**src/rtl/p2s_miso_tx.sv**
```systemverilog
// p2s_miso_tx: SPI mode-0 slave transmit path, WL-bit word shifted out MSB first on MISO
// Ports:
//   clk, iRST           system clock, synchronous active-high reset
//   sck_in, cs_n_in     raw asynchronous SPI pins, oversampled in clk
//   tx_data, tx_load    parallel word and write strobe (taken only while tx_ready)
//   tx_ready            holding buffer empty
//   miso, miso_oe       serial data out and its tristate enable
//   tx_done, tx_abort   frame complete / CS_n raised mid-frame (one-cycle pulses)
//   underrun            frame started with an empty buffer (one-cycle pulse)
module p2s_miso_tx #(
  parameter int WL = 96,
  parameter int CW = 7
) (
  input  logic          clk,
  input  logic          iRST,
  input  logic          sck_in,
  input  logic          cs_n_in,
  input  logic [WL-1:0] tx_data,
  input  logic          tx_load,
  output logic          tx_ready,
  output logic          miso,
  output logic          miso_oe,
  output logic          tx_done,
  output logic          tx_abort,
  output logic          underrun
);
  typedef enum logic [1:0] {IDLE, SHIFT, DRAIN} state_t;
  state_t state, state_d;
  logic [2:0] sck_s, cs_s;
  logic [WL-1:0] buffer, shift_reg;
  logic buf_valid, done_d, abort_d, under_d;
  logic [CW-1:0] bit_cnt;
  logic sck_rise, sck_fall, cs_fall, cs_rise;
  // bit 1 is the synchronized pin, bit 2 its one-cycle history
  assign sck_rise = sck_s[1] & ~sck_s[2];
  assign sck_fall = ~sck_s[1] & sck_s[2];
  assign cs_fall  = ~cs_s[1] & cs_s[2];
  assign cs_rise  = cs_s[1] & ~cs_s[2];
  assign tx_ready = ~buf_valid;
  assign miso_oe  = ~cs_s[1];
  assign miso     = (state == SHIFT) ? shift_reg[WL-1] : 1'b0;
  always_comb begin
    state_d = state;
    done_d  = 1'b0;
    abort_d = 1'b0;
    under_d = 1'b0;
    if (state == IDLE && cs_fall) begin
      state_d = SHIFT;
      under_d = ~buf_valid;
    end else if (state == SHIFT && cs_rise) begin
      state_d = IDLE;
      abort_d = 1'b1;
    end else if (state == SHIFT && sck_rise && bit_cnt == CW'(WL-1)) begin
      state_d = DRAIN;
      done_d  = 1'b1;
    end else if (state == DRAIN && cs_rise) begin
      state_d = IDLE;
    end
  end
  always_ff @(posedge clk) begin
    if (iRST) begin
      state     <= IDLE;
      sck_s     <= 3'b000;
      cs_s      <= 3'b111;
      buffer    <= '0;
      buf_valid <= 1'b0;
      shift_reg <= '0;
      bit_cnt   <= '0;
      tx_done   <= 1'b0;
      tx_abort  <= 1'b0;
      underrun  <= 1'b0;
    end else begin
      sck_s    <= {sck_s[1:0], sck_in};
      cs_s     <= {cs_s[1:0], cs_n_in};
      state    <= state_d;
      tx_done  <= done_d;
      tx_abort <= abort_d;
      underrun <= under_d;
      if (tx_load && !buf_valid) begin
        buffer    <= tx_data;
        buf_valid <= 1'b1;
      end
      // a load in the cs_fall cycle only happens with the buffer empty, so it is kept for the next frame
      if (state == IDLE && cs_fall) begin
        bit_cnt   <= '0;
        shift_reg <= buf_valid ? buffer : '0;
        if (buf_valid) buf_valid <= 1'b0;
      end
      if (state == SHIFT && sck_rise) bit_cnt <= bit_cnt + 1'b1;
      if (state == SHIFT && sck_fall) shift_reg <= {shift_reg[WL-2:0], 1'b0};
    end
  end
endmodule

```
**config.mk**
```make
export PLATFORM = sky130hd
export DESIGN_NAME = p2s_miso_tx
export DESIGN_NICKNAME = d
export VERILOG_FILES = /design/src/rtl/p2s_miso_tx.sv
export SDC_FILE = /design/constraint.sdc
export NUM_CORES = 1
export LEC_CHECK = 0
export ABC_AREA = 1
export CAP_MARGIN = 20
export CORE_ASPECT_RATIO = 0.9
export CORE_MARGIN = 2
export CORE_UTILIZATION = 61
export DETAILED_ROUTE_END_ITERATION = 10
export GPL_TIMING_DRIVEN = 1
export MAX_ROUTING_LAYER = met4
export PLACE_DENSITY = 0.84
export SLEW_MARGIN = 20
export SYNTH_ARGS = -nofsm -noshare
export SYNTH_HDL_FRONTEND = slang
export SYNTH_SLANG_ARGS = --single-unit
```
**constraint.sdc**
```tcl
create_clock -name clk -period 2.6 [get_ports clk]
set_input_delay 0.39 -clock clk [delete_from_list [all_inputs] [get_ports clk]]
set_output_delay 0.39 -clock clk [all_outputs]
set_load 0.02 [all_outputs]
```
==> results.txt, run 1 <==
Crit path to: miso
Commonest cells in the netlist: nor2_1, nand2_1, dfxtp_1
Max_slew headroom: 0.654
Dpl ws: 716 ps
Post-Syn Area: 0.00968 mm²
Fraction of layout cells with a size suffix above 1: 0.0428
Placed cell areas: 0.0108 mm²
Flop pwr share: 0.487
Fin nets: 1608
Post-Syn Nets: 1566
Die Ht: 124 µm
Sequential area share after synthesis: 0.436
Synthesis Warnings: 0
Setup slack, reg-to-reg: 660 ps
Clk root buf: clkbuf_16
Wire length per cell: 12.8 µm
Pin count of the biggest net entering global routing: 106
Pin slew with the least headroom to its limit: 518 ps
Simple-Gate Fraction of Synth Area: 0.415
P_sw: 1.71 mW
Max FO, Critical Path: 4
Final min period: 2210 ps
Total GRT Usage: 0.273
Die Footprint: 0.0169 mm²
Num CTS Buffers: 21
Status: finished, final reports clean
Ys flop type: dfxtp_1
PostCTS Resize Cnt: 0
Vias in the first global route: 8390
Most common cell in the netlist: nor2_1
Largest family of logic cells by synthesized area: simple AND/OR/NAND/NOR gates
Setup CP Type: register to primary output
Final setup fails: 0
Yosys reg bits: 211
Pwr Density: 621 mW/mm²
DP Cell Count: 1685
Hold_ws: 255 ps
Via count: 8909
Arr. time, crit path: 1820 ps
Buffers on Ports: 106
Synth top area share: 0.436
Chip Width: 137 µm
CTS Hold Bufs: 0
Clk pwr share: 0.408
RR Startpoint: cs_s[2]$_SDFF_PP1_
Reg-to-Reg End: shift_reg[52]$_SDFFE_PP0P_
Setup TNS: 0 ps
Max-cap check violation count: 0
CP Capture Type: primary output
Synth Area in Compound Gates: 0.0548
Post-synth top area cell: dfxtp_1
Vias/cell: 5.18
Period utilisation layout: 0.848
R2R depth: 8
Setup slack after layout: 395 ps
Final hold violations: 0
I/O Pins: 107
Worst hold path type: input pin to register
Clock skew: 4.87 ps
P&R area growth vs syn: 18.1%
CTS clk-pin slew, worst paths: 60 ps
Share of total power in combinational logic: 0.104
Post-Layout Cell Count: 1721
GP Congestion: 0.814
Xor/xnor cell area share of the yosys netlist: 0
RSZ-0062 raised after global routing: false
Data required, critical path: 2210 ps
Gr ovfl total: 0
Max incr delay on CP: 630 ps
Post-synthesis adder-cell area fraction: 0.00129
Synth cell types: 21
Postcts setup bufs: 0
Initial antenna violation count: 0
CTS sink cnt: 211
TritonRoute pass-1 iters: 5
Crit path from: state[1]$_SDFFE_PP0P_
Clock Latency Late Sink: 490 ps
Switching part of the total power: 0.241
Power Internal: 5.39 mW
DRC Markers: 0
Diode count: 0
Mux contribution to synthesized area: 0
Crit-path slowest cell: clkdlybuf4s50_1
Fin area: 0.0114 mm²
CP Launch Type: register
First-pass GRT wire length: 37200 µm
VDD IR max: 509 µV
CTS tree: done
Top post-synthesis cells by area: dfxtp_1, nor2_1, nand2_1, nand3b_1, nand3_1
H-tree lvl count: 1
Initial Utilization: 0.625
Max-slew violations: 0
Final Util: 0.738
Syn avg cell area: 6.61 µm²
Number of synthesized flops with an enable pin: 0
P_leak: 4.71 nW
Longest Clk Path Bufs: 3
Hpwl dp: 13100 µm
# rows: 43
Cells after Synth: 1464
Iteration-0 DRC Markers: 689
Detail Route Antenna Nets: 0
Total power: 7.10 mW
Max Freq: 453 MHz
Final wirelength: 22000 µm
Core area: 0.0155 mm²
FFs w/ async S/R, synth: 0
Worst-path cell chain: inv_1 -> nand2_1 -> nor2_1 -> clkdlybuf4s50_1
Fill count: 1222
power by group through the flow:
| stage | clock, mW | combinational, mW | sequential [mW] |
|---|---|---|---|
| after floorplan | 0 | 0.467 | 3.50 |
| after global placement | 0 | 0.721 | 3.53 |
| after detailed placement | 0 | 0.737 | 3.53 |
| after CTS | 2.95 | 0.741 | 3.46 |
| after global routing | 3.07 | 0.826 | 3.48 |
| final | 2.90 | 0.740 | 3.46 |
layout make-up:
cell class / instances / area (µm²) / share of cell area
clock buffer: 30 / 599 / 0.0524
clock inverter: 6 / 55.1 / 0.00481
inverter: 112 / 420 / 0.0368
multi-input combinational: 1037 / 4580 / 0.401
sequential: 211 / 4230 / 0.370
tap: 202 / 253 / 0.0221
timing repair buffer: 123 / 1300 / 0.114
how the worst min path moves through the flow:
stage	to	startpoint	cells past startpoint
global placement	cs_s[1]$_SDFF_PP1_	cs_s[0]$_SDFF_PP1_	1
detailed placement	cs_s[1]$_SDFF_PP1_	cs_s[0]$_SDFF_PP1_	1
finish	buffer[28]$_SDFFE_PP0P_	iRST	4
CTS	buffer[32]$_SDFFE_PP0P_	iRST	4
global route	buffer[33]$_SDFFE_PP0P_	iRST	4
floorplan	sck_s[1]$_SDFF_PP0_	sck_s[0]$_SDFF_PP0_	2
placed cells by master (no fill, tap or decap), types with 9 or more instances in the layout:
master / n
nand3b_1: 96
a21oi_1: 9
nand3_1: 106
o21ai_1: 21
buf_12: 9
inv_1: 108
clkbuf_16: 21
dfxtp_1: 210
nand2_1: 220
buf_4: 9
o21ai_0: 76
nor2_1: 495
clkdlybuf4s50_1: 105
worst max-delay path, delay by kind of cell, from the launching register on:
kind	cells	cell delay (ps)
buffers and inverters	2	740
flip-flops	1	380
AND/OR/NAND/NOR	2	210
kinds of logic (layout without fill, tap and decap cells):
kind of cell / Yosys count / after routing
compound gates: 106 / 106
flops: 211 / 211
simple gates: 930 / 930
buf+inv: 216 / 271
fa+ha+maj: 1 / 1
metal layers:
metal / wire length, µm / vias to the layer above / part of all wire / track usage
li1: - / 4623 / - / -
met2: 10500 / 170 / 0.48 / 0.475
met4: 493 / 0 / 0.022 / 0.0760
met5: 0 / - / 0 / -
met1: 10000 / 4078 / 0.46 / 0.331
met3: 932 / 38 / 0.042 / 0.0394
No activity file was read; power rests on OpenSTA's default activity.
==> inputs of run 2 (changes only) <==
- CORE_UTILIZATION: 61 -> 57
- PLACE_DENSITY: 0.84 -> 0.8
- clock period: 2.6 -> 2.3 ns (I/O delays scaled with it)
==> results.txt, run 2 (synthesized netlist as in run 1, its figures left out) <==
Status: finished, final reports clean
Post-Layout Cell Count: 1728
Reg-to-Reg End: shift_reg[9]$_SDFFE_PP0P_
Wire length per cell: 12.3 µm
P&R area growth vs syn: 18.3%
Crit path depth: 3
Pin slew with the least headroom to its limit: 529 ps
Commonest cells after routing, fill and taps aside: nor2_1, nand2_1, dfxtp_1, inv_1, nand3_1
Buffers on Ports: 106
Final min period: 1990 ps
Pin count of the biggest net entering global routing: 100
CP Capture Type: primary output
Clock skew: 10.4 ps
Arr. time, crit path: 1650 ps
Pwr Density: 704 mW/mm²
Hpwl dp: 12000 µm
CTS sink cnt: 211
Vias/cell: 5.15
Fin nets: 1607
Postcts setup bufs: 0
Iteration-0 DRC Markers: 575
Min-delay src: iRST
CTS tree: done
Hold_ws: 257 ps
Die Footprint: 0.0180 mm²
Max incr delay on CP: 430 ps
VDD IR max: 549 µV
Detail Route Antenna Nets: 0
Largest delay share family, worst path: flip-flops
RR Startpoint: state[0]$_SDFFE_PP0P_
TritonRoute pass-1 iters: 5
Crit path to: miso
Register area: 0.00423 mm²
Fin area: 0.0115 mm²
Max-slew violations: 0
Setup TNS: 0 ps
CP Launch Type: register
First-pass GRT wire length: 36700 µm
Total GRT Usage: 0.246
Diode count: 0
Crit path from: state[0]$_SDFFE_PP0P_
Data required, critical path: 1960 ps
Clock Latency Late Sink: 500 ps
Vias in the first global route: 8339
Period utilisation layout: 0.867
Worst-path cell chain: nand2_1 -> nor2_1 -> dlygate4sd2_1
Crit-path slowest cell: dfxtp_1
Via count: 8896
Initial antenna violation count: 0
R2R depth: 8
I/O Pins: 107
Fill count: 1482
H-tree lvl count: 1
Core area: 0.0168 mm²
RSZ-0062 raised after global routing: false
GP Congestion: 0.759
Max_slew headroom: 0.647
Final wirelength: 21300 µm
Chip Width: 141 µm
Max Freq: 502 MHz
Num CTS Buffers: 22
Final hold violations: 0
Clk root buf: clkbuf_16
Die Ht: 128 µm
# rows: 45
CTS clk-pin slew, worst paths: 60 ps
Initial Utilization: 0.577
Setup slack, reg-to-reg: 590 ps
DP Cell Count: 1692
Fraction of layout cells with a size suffix above 1: 0.0389
P_leak: 4.70 nW
Max FO, Critical Path: 4
Max-cap check violation count: 0
Longest Clk Path Bufs: 3
DRC Markers: 0
Gr ovfl total: 0
Worst hold path type: input pin to register
Crit path buffers/inverters: 1
Most common cell after layout, fill and taps aside: nor2_1
Setup CP Type: register to primary output
Placed cell areas: 0.0108 mm²
Final setup fails: 0
Multi-input gate area: 0.00458 mm²
==> run 2: area by class of cell <==
cell class,count,area share
Multi-Input combinational cell,1037,0.400
Sequential cell,211,0.369
Timing Repair Buffer,121,0.113
Clock buffer,36,0.0580
Inverter,112,0.0367
Tap cell,211,0.0230
==> run 2: worst min path at each step <==
stage / end / cells past startpoint
finish: shift_reg[23]$_SDFFE_PP0P_ / 2
global route: shift_reg[18]$_SDFFE_PP0P_ / 2
CTS: shift_reg[15]$_SDFFE_PP0P_ / 2
detailed placement: sck_s[1]$_SDFF_PP0_ / 2
global placement: sck_s[1]$_SDFF_PP0_ / 2
floorplan: sck_s[1]$_SDFF_PP0_ / 2
==> run 2: timing repair <==
action,4_1_cts,5_1_grt
hold buffers,0,0
endpoints found under the setup margin,1,0
endpoints found under the hold margin,0,0
resized for setup,1,0
==> run 2: power breakdown <==
group          switching (mW)  internal (mW)
clock                    1.37           1.95
sequential             0.0838           3.82
combinational           0.486          0.353
total                    1.94           6.12
==> run 2: metrics by stage <==
step | utilization | setup slack, ps | power, mW
after floorplan | - | 909 | 4.49
after global placement | 0.643 | 533 | 4.80
after detailed placement | 0.643 | 533 | 4.82
after CTS | 0.683 | 290 | 8.11
after global routing | 0.683 | 229 | 8.38
final | 0.683 | 306 | 8.06
==> run 2: per-layer routing <==
metal  global-route usage  wire [µm]  share of wire  vias up
met5                    -          0              0        -
met3               0.0281        879          0.041       44
met4               0.0753        552          0.026        0
met1                0.299       9690           0.46     4043
met2                0.430      10200           0.48      199
li1                     -          -              -     4610
==> run 2: worst register-to-register path: stages, from the launching register on <==
cell,delay (ps)
dfxtp_1,430
inv_2,80
nor2_4,110
nand2_1,110
nand2_4,380
buf_4,280
nor2_1,50
nor2_1,90
nor2_1,40
==> inputs of run 3 (changes only) <==
- HOLD_SLACK_MARGIN: default -> 0.15
==> results of run 3 <==
Same layout as run 2: the final DEF is identical, and so are final timing and power.
